### src/rtl/updown_counter_n_if.sv
// rtl/updown_counter_n_if.sv - control/status bundle for updown_counter_n (optional CNT_MATCH_EN ports)
interface updown_counter_n_if #(
    parameter int WIDTH = 8
);
    logic             ld_i;
    logic             inc_i;
    logic             dec_i;
    logic             clr_flags_i;
    logic [WIDTH-1:0] data_in_i;
    logic [WIDTH-1:0] data_out_o;
    logic             at_max_o;
    logic             at_min_o;
    logic             ovf_o;
    logic             udf_o;
    logic             ld_err_o;
`ifdef CNT_MATCH_EN
    logic             cmp_ld_i;
    logic [WIDTH-1:0] cmp_in_i;
    logic             match_o;
`endif

`ifdef CNT_MATCH_EN
    modport master (
        output ld_i, inc_i, dec_i, clr_flags_i, data_in_i, cmp_ld_i, cmp_in_i,
        input  data_out_o, at_max_o, at_min_o, ovf_o, udf_o, ld_err_o, match_o
    );
    modport slave (
        input  ld_i, inc_i, dec_i, clr_flags_i, data_in_i, cmp_ld_i, cmp_in_i,
        output data_out_o, at_max_o, at_min_o, ovf_o, udf_o, ld_err_o, match_o
    );
`else
    modport master (
        output ld_i, inc_i, dec_i, clr_flags_i, data_in_i,
        input  data_out_o, at_max_o, at_min_o, ovf_o, udf_o, ld_err_o
    );
    modport slave (
        input  ld_i, inc_i, dec_i, clr_flags_i, data_in_i,
        output data_out_o, at_max_o, at_min_o, ovf_o, udf_o, ld_err_o
    );
`endif
endinterface

### src/rtl/updown_counter_n.sv
// rtl/updown_counter_n.sv - loadable up/down counter, wrap/saturate, sticky flags; optional CNT_MATCH_EN compare
module updown_counter_n #(
    parameter int             WIDTH    = 8,
    parameter logic [WIDTH-1:0] MAX_VAL = {WIDTH{1'b1}},
    parameter bit             SATURATE = 1'b0
) (
    input  logic               clk,
    input  logic               rst,
    updown_counter_n_if.slave  bus
);
    logic [WIDTH-1:0] data_q, data_d;
    logic             ovf_q, ovf_d;
    logic             udf_q, udf_d;
    logic             ld_err_q, ld_err_d;

    // Next count and flags: ld beats inc/dec; inc and dec together cancel out
    always_comb begin
        data_d   = data_q;
        ovf_d    = ovf_q & ~bus.clr_flags_i;
        udf_d    = udf_q & ~bus.clr_flags_i;
        ld_err_d = 1'b0;
        if (bus.ld_i) begin
            if (bus.data_in_i > MAX_VAL) begin
                data_d   = MAX_VAL;
                ld_err_d = 1'b1;
            end else begin
                data_d = bus.data_in_i;
            end
        end else if (bus.inc_i && !bus.dec_i) begin
            if (data_q == MAX_VAL) begin
                ovf_d = 1'b1;
                if (!SATURATE) data_d = '0;
            end else begin
                data_d = data_q + 1'b1;
            end
        end else if (bus.dec_i && !bus.inc_i) begin
            if (data_q == '0) begin
                udf_d = 1'b1;
                if (!SATURATE) data_d = MAX_VAL;
            end else begin
                data_d = data_q - 1'b1;
            end
        end
    end

    // State register with synchronous active-high reset
    always_ff @(posedge clk) begin
        if (rst) begin
            data_q   <= '0;
            ovf_q    <= 1'b0;
            udf_q    <= 1'b0;
            ld_err_q <= 1'b0;
        end else begin
            data_q   <= data_d;
            ovf_q    <= ovf_d;
            udf_q    <= udf_d;
            ld_err_q <= ld_err_d;
        end
    end

    assign bus.data_out_o = data_q;
    assign bus.at_max_o   = (data_q == MAX_VAL);
    assign bus.at_min_o   = (data_q == '0);
    assign bus.ovf_o      = ovf_q;
    assign bus.udf_o      = udf_q;
    assign bus.ld_err_o   = ld_err_q;

`ifdef CNT_MATCH_EN
    logic [WIDTH-1:0] cmp_q, cmp_d;
    logic             match_q, match_d;

    // Match fires only when the count moves onto the compare value, never while it sits there
    always_comb begin
        cmp_d   = bus.cmp_ld_i ? bus.cmp_in_i : cmp_q;
        match_d = (data_d != data_q) && (data_d == cmp_q);
    end

    // Compare register and registered match pulse
    always_ff @(posedge clk) begin
        if (rst) begin
            cmp_q   <= MAX_VAL;
            match_q <= 1'b0;
        end else begin
            cmp_q   <= cmp_d;
            match_q <= match_d;
        end
    end

    assign bus.match_o = match_q;
`endif
endmodule

### src/flat_wrapper.sv
// flat-port wrapper written by rule: the top's interface ports become plain ports
module updown_counter_n_flat 
#(
    parameter int             WIDTH    = 8,
    parameter logic [WIDTH-1:0] MAX_VAL = {WIDTH{1'b1}},
    parameter bit             SATURATE = 1'b0
)
  (clk, rst, bus_ld_i, bus_inc_i, bus_dec_i, bus_clr_flags_i, bus_data_in_i, bus_data_out_o, bus_at_max_o, bus_at_min_o, bus_ovf_o, bus_udf_o, bus_ld_err_o);
  updown_counter_n_if #(.WIDTH(WIDTH)) bus_i ();
  input  logic clk;
  input  logic rst;
  input wire logic [$bits(bus_i.ld_i)-1:0] bus_ld_i;
  input wire logic [$bits(bus_i.inc_i)-1:0] bus_inc_i;
  input wire logic [$bits(bus_i.dec_i)-1:0] bus_dec_i;
  input wire logic [$bits(bus_i.clr_flags_i)-1:0] bus_clr_flags_i;
  input wire logic [$bits(bus_i.data_in_i)-1:0] bus_data_in_i;
  output wire logic [$bits(bus_i.data_out_o)-1:0] bus_data_out_o;
  output wire logic [$bits(bus_i.at_max_o)-1:0] bus_at_max_o;
  output wire logic [$bits(bus_i.at_min_o)-1:0] bus_at_min_o;
  output wire logic [$bits(bus_i.ovf_o)-1:0] bus_ovf_o;
  output wire logic [$bits(bus_i.udf_o)-1:0] bus_udf_o;
  output wire logic [$bits(bus_i.ld_err_o)-1:0] bus_ld_err_o;
  assign bus_i.ld_i = bus_ld_i;
  assign bus_i.inc_i = bus_inc_i;
  assign bus_i.dec_i = bus_dec_i;
  assign bus_i.clr_flags_i = bus_clr_flags_i;
  assign bus_i.data_in_i = bus_data_in_i;
  assign bus_data_out_o = bus_i.data_out_o;
  assign bus_at_max_o = bus_i.at_max_o;
  assign bus_at_min_o = bus_i.at_min_o;
  assign bus_ovf_o = bus_i.ovf_o;
  assign bus_udf_o = bus_i.udf_o;
  assign bus_ld_err_o = bus_i.ld_err_o;
  updown_counter_n #(.WIDTH(WIDTH), .MAX_VAL(MAX_VAL), .SATURATE(SATURATE)) u_core (.clk(clk), .rst(rst), .bus(bus_i));
endmodule
### config.mk
export PLATFORM = sky130hd
export DESIGN_NAME = updown_counter_n_flat
export DESIGN_NICKNAME = d
export VERILOG_FILES = /design/src/rtl/updown_counter_n_if.sv /design/src/rtl/updown_counter_n.sv /design/src/flat_wrapper.sv
export SDC_FILE = /design/constraint.sdc
export NUM_CORES = 1
export LEC_CHECK = 0
export BUFFER_PORTS_ARGS = -buffer_cell sky130_fd_sc_hd__buf_4
export CAP_MARGIN = 5
export CORE_UTILIZATION = 50
export DETAILED_ROUTE_END_ITERATION = 8
export GPL_TIMING_DRIVEN = 0
export PLACE_DENSITY = 0.78
export SYNTH_ARGS = -nofsm -noshare
export SYNTH_HDL_FRONTEND = slang
export SYNTH_SLANG_ARGS = --single-unit
### constraint.sdc
create_clock -name clk -period 2.3 [get_ports clk]
set_input_delay 0.115 -clock clk [delete_from_list [all_inputs] [get_ports clk]]
set_output_delay 0.115 -clock clk [all_outputs]
set_load 0.005 [all_outputs]
# After elaboration in Yosys (flattened, before gate mapping)
# Cells that the tools add are included.
[totals]
wordCells = 33
register_bits = 11
in_bits = 14
[classes]
bitwise = 4
n_reduce_logical = 7
mux = 14
n_eq_ne = 1
add_sub_neg = 2
order_cmp = 1
[op_table]
columns = ["op", "n"]
rows = [
  ["$mux 8", 6],
  ["$add 8x1->8 const B", 1],
  ["$eq 8x8->1 const B", 1],
  ["$gt 8x8->1 const B", 1],
  ["$logic_not 8->1", 1],
  ["$mux 1", 8],
  ["$sub 8x1->8 const B", 1],
  ["$reduce_bool 3->1", 1],
  ["$and 1x1->1", 2],
  ["$logic_and 1x1->1", 2],
  ["$logic_not 1->1", 2],
  ["$not 1->1", 2],
  ["$reduce_or 2->1", 1],
]

# Logic depth before layout (Yosys ltp)
# Gate-level depths: netlist of the first run.
[logic_depth]
depth_word = 6
ltp_mapped = 7
depth_no_buf = 7

# Worst setup path before layout of the first run
# No wires, ideal clock.
[synth_path]
path_type = "register to register"
startpoint = "reg u_core.data_q[0] (netlist: u_core.bus.data_out_o[0])"
endpoint = "reg u_core.data_q[0] (netlist: u_core.bus.data_out_o[0])"
arrival_ps = 1631
stages_incl_launch_ff = 8
n_path_buf = 0
slack_ps = 598
synth_period_minus_slack_ps = 1702
cell_sequence = "dfxtp_1 -> inv_1 -> ha_1 -> or4b_4 -> nor3_4 -> or3_1 -> o311ai_1 -> a21oi_1"
[synth_between]
elab_chain_cells = 5
word_cells_on_any_way = 9
[synth_rtl]
columns = ["element", "line_no", "text"]
rows = [
  ["from (decl)", "updown_counter_n.sv:11", "logic [WIDTH-1:0] data_q, data_d;"],
  ["from (signal assigned)", "updown_counter_n.sv:54", "data_q <= data_d;"],
  ["$sub 8x1->8 or $logic_not 8->1 (tied branches)", "updown_counter_n.sv:41, updown_counter_n.sv:37", ""],
  ["$mux 8", "updown_counter_n.sv:37", "if (data_q == '0) begin"],
  ["$mux 8", "updown_counter_n.sv:36", "end else if (bus.dec_i && !bus.inc_i) begin"],
  ["$mux 8 (*)", "updown_counter_n.sv:29", "end else if (bus.inc_i && !bus.dec_i) begin"],
  ["$mux 8 (*)", "updown_counter_n.sv:22", "if (bus.ld_i) begin"],
]
# Every way passes the cells marked *; elsewhere a longest branch is shown, timed or not. The select of a mux whose other input is x is not followed.
# A chain may end at the register's enable or synchronous reset.

# Worst setup path after layout of the first run
[layout_path]
startpoint = "reg u_core.data_q[0] (netlist: u_core.bus.data_out_o[0])"
endpoint = "out bus_at_min_o"
[layout_between]
elab_chain_cells = 1
[layout_rtl]
columns = ["element", "line_no", "text"]
rows = [
  ["$logic_not 8->1", "updown_counter_n.sv:63", "assign bus.at_min_o = (data_q == '0);"],
  ["to (decl)", "flat_wrapper.sv:19", "output wire logic [$bits(bus_i.at_min_o)-1:0] bus_at_min_o;"],
]
# Every way passes these cells.

==> results of run 1 <==
power by group through the flow:
stage / Combinational, mW / Clock (mW) / Sequential [mW]
global placement: 0.218 / 0 / 0.213
CTS: 0.222 / 0.167 / 0.210
global route: 0.247 / 0.173 / 0.214
detailed placement: 0.220 / 0 / 0.214
finish: 0.227 / 0.166 / 0.211
floorplan: 0.146 / 0 / 0.211
placed cells by master, fill, tap and decap left out, drive strengths merged, types with 2 or more instances in the layout:
master / instances
o21ai: 5
o32ai: 2
a2111oi: 4
o2111ai: 2
nor2: 13
ha: 3
nor3: 8
inv: 8
nand3: 3
nor4: 2
or3: 3
nor3b: 2
nand2b: 4
or4b: 2
nand2: 12
a32oi: 2
a21oi: 6
a31oi: 3
buf: 29
xnor2: 3
dfxtp: 10
clkbuf: 7
o311ai: 3
layer usage:
layer | vias to the layer above | global-route usage [%] | routed length, µm | share of wire, %
li1 | 500 | - | - | -
met1 | 461 | 37.6 | 1060 | 41
met2 | 65 | 47.4 | 1180 | 46
met3 | 13 | 4.08 | 241 | 9.4
met4 | 0 | 13.9 | 84 | 3.3
met5 | - | 0 | 0 | 0
Yosys cell counts (all sizes together):
cell type / count / area [µm²]
a2111oi: 4 / 35.0
a21oi: 6 / 30.0
a311o: 1 / 10.0
a311oi: 1 / 8.76
a31oi: 3 / 18.8
a32oi: 2 / 17.5
and2b: 1 / 7.51
buf: 5 / 43.8
clkbuf: 3 / 11.3
clkinv: 1 / 3.75
conb: 1 / 3.75
dfxtp: 10 / 200
ha: 3 / 37.5
inv: 8 / 30.0
nand2: 12 / 45.0
nand2b: 4 / 25.0
nand3: 3 / 15.0
nand4: 1 / 6.26
nand4bb: 1 / 11.3
nor2: 13 / 48.8
nor2b: 1 / 6.26
nor3: 8 / 51.3
nor3b: 2 / 15.0
nor4: 2 / 12.5
nor4b: 1 / 15.0
o2111ai: 2 / 17.5
o211a: 1 / 10.0
o21a: 1 / 7.51
o21ai: 5 / 25.0
o311ai: 3 / 26.3
o32ai: 2 / 17.5
or3: 3 / 23.8
or4: 1 / 7.51
or4b: 2 / 23.8
xnor2: 3 / 26.3
logic make-up (layout without fill, tap and decap cells):
family / Yosys count / after routing / share of synthesized area (%)
other: 1 / 1 / 0.419
AOI/OAI and AO/OA: 31 / 31 / 25.0
buffers and inverters: 17 / 45 / 9.93
xor gates and xnor gates: 3 / 3 / 2.94
DFF: 10 / 10 / 22.4
and+or+nand+nor: 55 / 55 / 35.1
adders and majority gates: 3 / 3 / 4.20
flip-flops by register name, indices dropped and copies added, names as in the netlist:
name and flops:
u_core.bus.data_out_o 8, u_core.bus.ovf_o 1, u_core.bus.udf_o 1
layout make-up:
class | count | area (µm²)
plain buffers | 8 | 55.1
clock buffers | 4 | 36.3
fillers | 146 | 453
inverters | 9 | 33.8
multi-input cells | 93 | 606
flip-flops and latches | 10 | 200
well taps | 24 | 30.0
repair buffers | 24 | 180
tightest hold or removal path, stage by stage:
cell and delay (ps):
buf_4 80, a21oi_1 60, nor2_1 70
worst paths after layout:
kind / startpoint / to / slack [ps]
hold / removal: bus_data_in_i[1] / u_core.bus.data_out_o[1] / 80
hold reg to reg: u_core.bus.udf_o / u_core.bus.udf_o / 490
setup reg to reg: u_core.bus.data_out_o[2] / u_core.bus.data_out_o[5] / 270
setup / recovery: u_core.bus.data_out_o[0] / bus_at_min_o / 210
metrics by stage:
stage | setup WS, ps | power (mW)
CTS | 262 | 0.599
global placement | 386 | 0.431
floorplan | 598 | 0.357
detailed placement | 346 | 0.434
finish | 213 | 0.603
global route | 150 | 0.634
==> reports/results.txt, run 1 <==
CP max-delay cell = or4b_4
Avg Inst Size Synth = 7.46 µm²
Slew at the pin with the worst max-slew slack = 583 ps
CP cell instances = inv_1 > ha_1 > or4b_4 > nor2_1 > buf_4
Clock power frac = 27.5%
Layout Skew = 3.96 ps
Max Slew Vio Count = 0
Slew HR = 60.9%
Data required time of the worst path = 2180 ps
Final setup TNS = 0 ps
Cell Pwr Density = 529 mW/mm²
CTS tree = built
Die width = 44.3 µm
Gp weighted congestion = 0.952
Design Area, Final = 0.00114 mm²
Critical path depth = 5
Hold_buf cts = 0
DPL Wire Length = 1800 µm
Initial antenna violation count = 0
Root buf cell = clkbuf_4
Share of cells above drive strength 1 = 25.0%
Static Leak = 0.460 nW
Non-Filler Instances = 172
Largest net degree at the start of global routing = 11
CTS clock-pin slew for the worst setup and hold paths = 70 ps
WS Path Type = reg2out
Max Cap Viol = 0
Delay-heaviest family, CP = simple AND/OR/NAND/NOR gates
Number of vias per cell = 6.04
Startpoint types = register
Vias in the first global route = 938
Clk sinks = 10
Core area = 0.00159 mm²
Synth unique cells = 43
Crit path largest cell delay = 490 ps
I/O pins = 27
WL per Instance = 14.9 µm
Status = complete, no violations
Sequential area share after synthesis = 22.4%
WP data arrival = 1970 ps
Syn nets = 137
H-Tree Depth = 1
Worst Path Max Fanout = 7
Synth Register Bits = 10
Max Fclk = 479 MHz
Starting Density = 56.1%
Num CTS Buffers = 3
Ant diodes = 0
Quantity of gates resized following cts = 0
Dpl cell area = 0.00110 mm²
# placed instances = 168
# rows = 14
Sw power = 0.209 mW
Reg2Reg Depth = 6
First-pass GRT wire length = 4200 µm
Fin crit period = 2090 ps
Via count = 1,039
Hold slack final = 79.5 ps
GR Util All Layers = 29.1%
Post-CTS setup buffers = 0
Switch share = 34.7%
Crit end category = output port
Number of remaining DRC errors = 0
Antenna viol nets, final = 0
Synth warnings = 0
GR Overflow Total = 0
Buffers on Ports = 24
Fin util = 71.6%
Final period util = 90.7%
Internal power = 0.394 mW
DRT Pass-1 Iters = 4
Layout Nets = 166
DIE HEIGHT = 44.3 µm
Seq pwr share = 34.9%
Combinational Power Share = 37.5%
Fin. Hold Viols = 0
Die area = 0.00196 mm²
Worst min path class = in2reg
Clock Latency Late Sink = 270 ps
Max Root-Sink Buffers = 2
Final setup viols = 0
Area grow syn2layout = 27.6%
First DRT Iteration DRCs = 42
Hold Crit Depth = 3
Maximum VDD drop = 0.522 mV
Synth Cell Area = 895 µm²
Worst Path Buf+Inv = 2
Unrepaired setup endpoints after global routing = false
Mapped Cells = 120
DRT Wirelength = 2570 µm
No activity file was read; power rests on OpenSTA's default activity.
==> run 2, diff against run 1 <==
- CTS_BUF_LIST: not set -> sky130_fd_sc_hd__clkbuf_8 sky130_fd_sc_hd__clkbuf_16
- MAX_ROUTING_LAYER: not set -> met4
==> run 2 against run 1 <==
  * Largest power group is now clock
  * Via count is 0.96% higher
  * Worst hold slack better by 33 ps
  * Critical endpoint unchanged
  * Cell area is 1.6% higher
  * Routed wire length is 0.31% higher
  * Sequential share of layout area is 0.28 points lower
  * Final cell count stayed put
==> reports/results.txt, run 2 (synthesized netlist as in run 1, its figures left out) <==
Worst min path class = in2reg
Crit end category = output port
Root buf cell = clkbuf_8
Seq pwr share = 31.8%
Final setup TNS = 0 ps
First-pass GRT wire length = 4170 µm
Share of cells above drive strength 1 = 25.0%
Fin. Hold Viols = 0
Via count = 1,049
Internal power = 0.450 mW
Clock Latency Late Sink = 240 ps
DIE HEIGHT = 44.3 µm
Buffers on Ports = 24
WS Path Type = reg2out
CTS clock-pin slew for the worst setup and hold paths = 50 ps
Sw power = 0.216 mW
Worst Path Buf+Inv = 2
Commonest non-fill, non-tap cell in the layout = buf_4
Max Root-Sink Buffers = 2
Non-Filler Instances = 172
CP max-delay cell = or4b_4
Number of vias per cell = 6.10
Slew HR = 60.9%
Antenna viol nets, final = 0
Cell Pwr Density = 574 mW/mm²
Final setup viols = 0
Core area = 0.00159 mm²
Fill count = 138
H-Tree Depth = 1
Unrepaired setup endpoints after global routing = false
Slew at the pin with the worst max-slew slack = 583 ps
WP data arrival = 1930 ps
Gp weighted congestion = 0.969
Post-CTS setup buffers = 0
Worst Path Max Fanout = 7
Clock power frac = 34.3%
Layout Nets = 166
Delay-heaviest family, CP = simple AND/OR/NAND/NOR gates
WL per Instance = 15.0 µm
Commonest cells after routing, fill and taps aside = buf_4 (25), nor2_1 (13), nand2_1 (12), dfxtp_1 (10), inv_1 (8)
FF-to-FF End = u_core.bus.data_out_o[5]
GR Overflow Total = 0
Clk sinks = 10
Hold wc startpoint = bus_data_in_i[1]
Die area = 0.00196 mm²
R2R Path Start = u_core.bus.data_out_o[2]
Status = complete, no violations
Ant diodes = 0
Combinational Power Share = 33.9%
Startpoint types = register
GR Util All Layers = 29.9%
Fin crit period = 2050 ps
Crit path largest cell delay = 490 ps
Starting Density = 56.1%
Final period util = 89.0%
Num CTS Buffers = 3
DRT Pass-1 Iters = 4
# placed instances = 168
CP cell instances = inv_1 > ha_1 > or4b_4 > nor2_1 > buf_4
Largest register FFs = 8
Reg2Reg Depth = 6
# rows = 14
Max Fclk = 489 MHz
Data required time of the worst path = 2180 ps
Quantity of gates resized following cts = 0
CTS tree = built
Hold_buf cts = 0
Largest net degree at the start of global routing = 11
Max Cap Viol = 0
I/O pins = 27
Switch share = 32.5%
Hold Crit Depth = 3
Number of remaining DRC errors = 0
Min-Delay Endpoint = u_core.bus.data_out_o[1]
Max Slew Vio Count = 0
Initial antenna violation count = 0
Area grow syn2layout = 29.7%
DPL Wire Length = 1800 µm
Static Leak = 0.468 nW
Vias in the first global route = 930
First DRT Iteration DRCs = 55
DRT Wirelength = 2580 µm
Layout Skew = 1.86 ps
Die width = 44.3 µm
Maximum VDD drop = 0.561 mV
R2r setup slk = 260 ps
[run 2: cell count changes in the layout (fill, tap and decap cells not counted)]
cell,previous run,this run
clkbuf_8,1,4
clkbuf_4,3,0
[run 2: worst max-delay path by stage]
stage / from / to / cells past startpoint
2_1_floorplan: u_core.bus.data_out_o[0] / u_core.bus.data_out_o[0] / 7
3_3_place_gp: u_core.bus.data_out_o[2] / u_core.bus.data_out_o[5] / 6
3_5_place_dp: u_core.bus.data_out_o[2] / u_core.bus.data_out_o[5] / 6
4_1_cts: u_core.bus.data_out_o[0] / bus_at_min_o / 5
5_1_grt: u_core.bus.data_out_o[0] / bus_at_min_o / 5
6_report: u_core.bus.data_out_o[0] / bus_at_min_o / 5
[run 2: worst min-delay path: cells and delay by family]
family / cells / cell delay [ps]
AOI/OAI and AO/OA: 1 / 60
buffers and inverters: 1 / 80
and+or+nand+nor: 1 / 70
[run 2: metrics by stage]
step	cell area [µm²]	setup WS, ps	total power [mW]	util, %	hold WS, ps
CTS	1160	306	0.662	72.8	119
global placement	1100	386	0.431	69.3	353
finish	1160	253	0.666	72.8	113
detailed placement	1100	346	0.434	69.3	365
global route	1160	216	0.697	72.8	151
floorplan	895	598	0.357	-	260
[run 2: power groups by stage]
stage / Combinational [mW] / Clock [mW] / Sequential [mW]
2_1_floorplan: 0.146 / 0 / 0.211
3_3_place_gp: 0.218 / 0 / 0.213
3_5_place_dp: 0.220 / 0 / 0.214
4_1_cts: 0.222 / 0.229 / 0.211
5_1_grt: 0.246 / 0.237 / 0.214
6_report: 0.225 / 0.229 / 0.212
[run 2: routing by layer]
metal | up-vias | track usage, % | wire (µm)
met3 | 11 | 6.53 | 257
met1 | 467 | 36.3 | 1050
met4 | 0 | 12.7 | 70
met2 | 71 | 47.6 | 1200
li1 | 500 | - | -
met5 | - | - | 0
[run 2: final cells by class]
class	count	area, µm²	area share (%)
Multi-Input combinational cell	93	606	52.2
Sequential cell	10	200	17.3
Timing Repair Buffer	24	180	15.5
Clock buffer	4	55.1	4.75
Buffer	8	55.1	4.75
Inverter	9	33.8	2.91
Tap cell	24	30.0	2.59
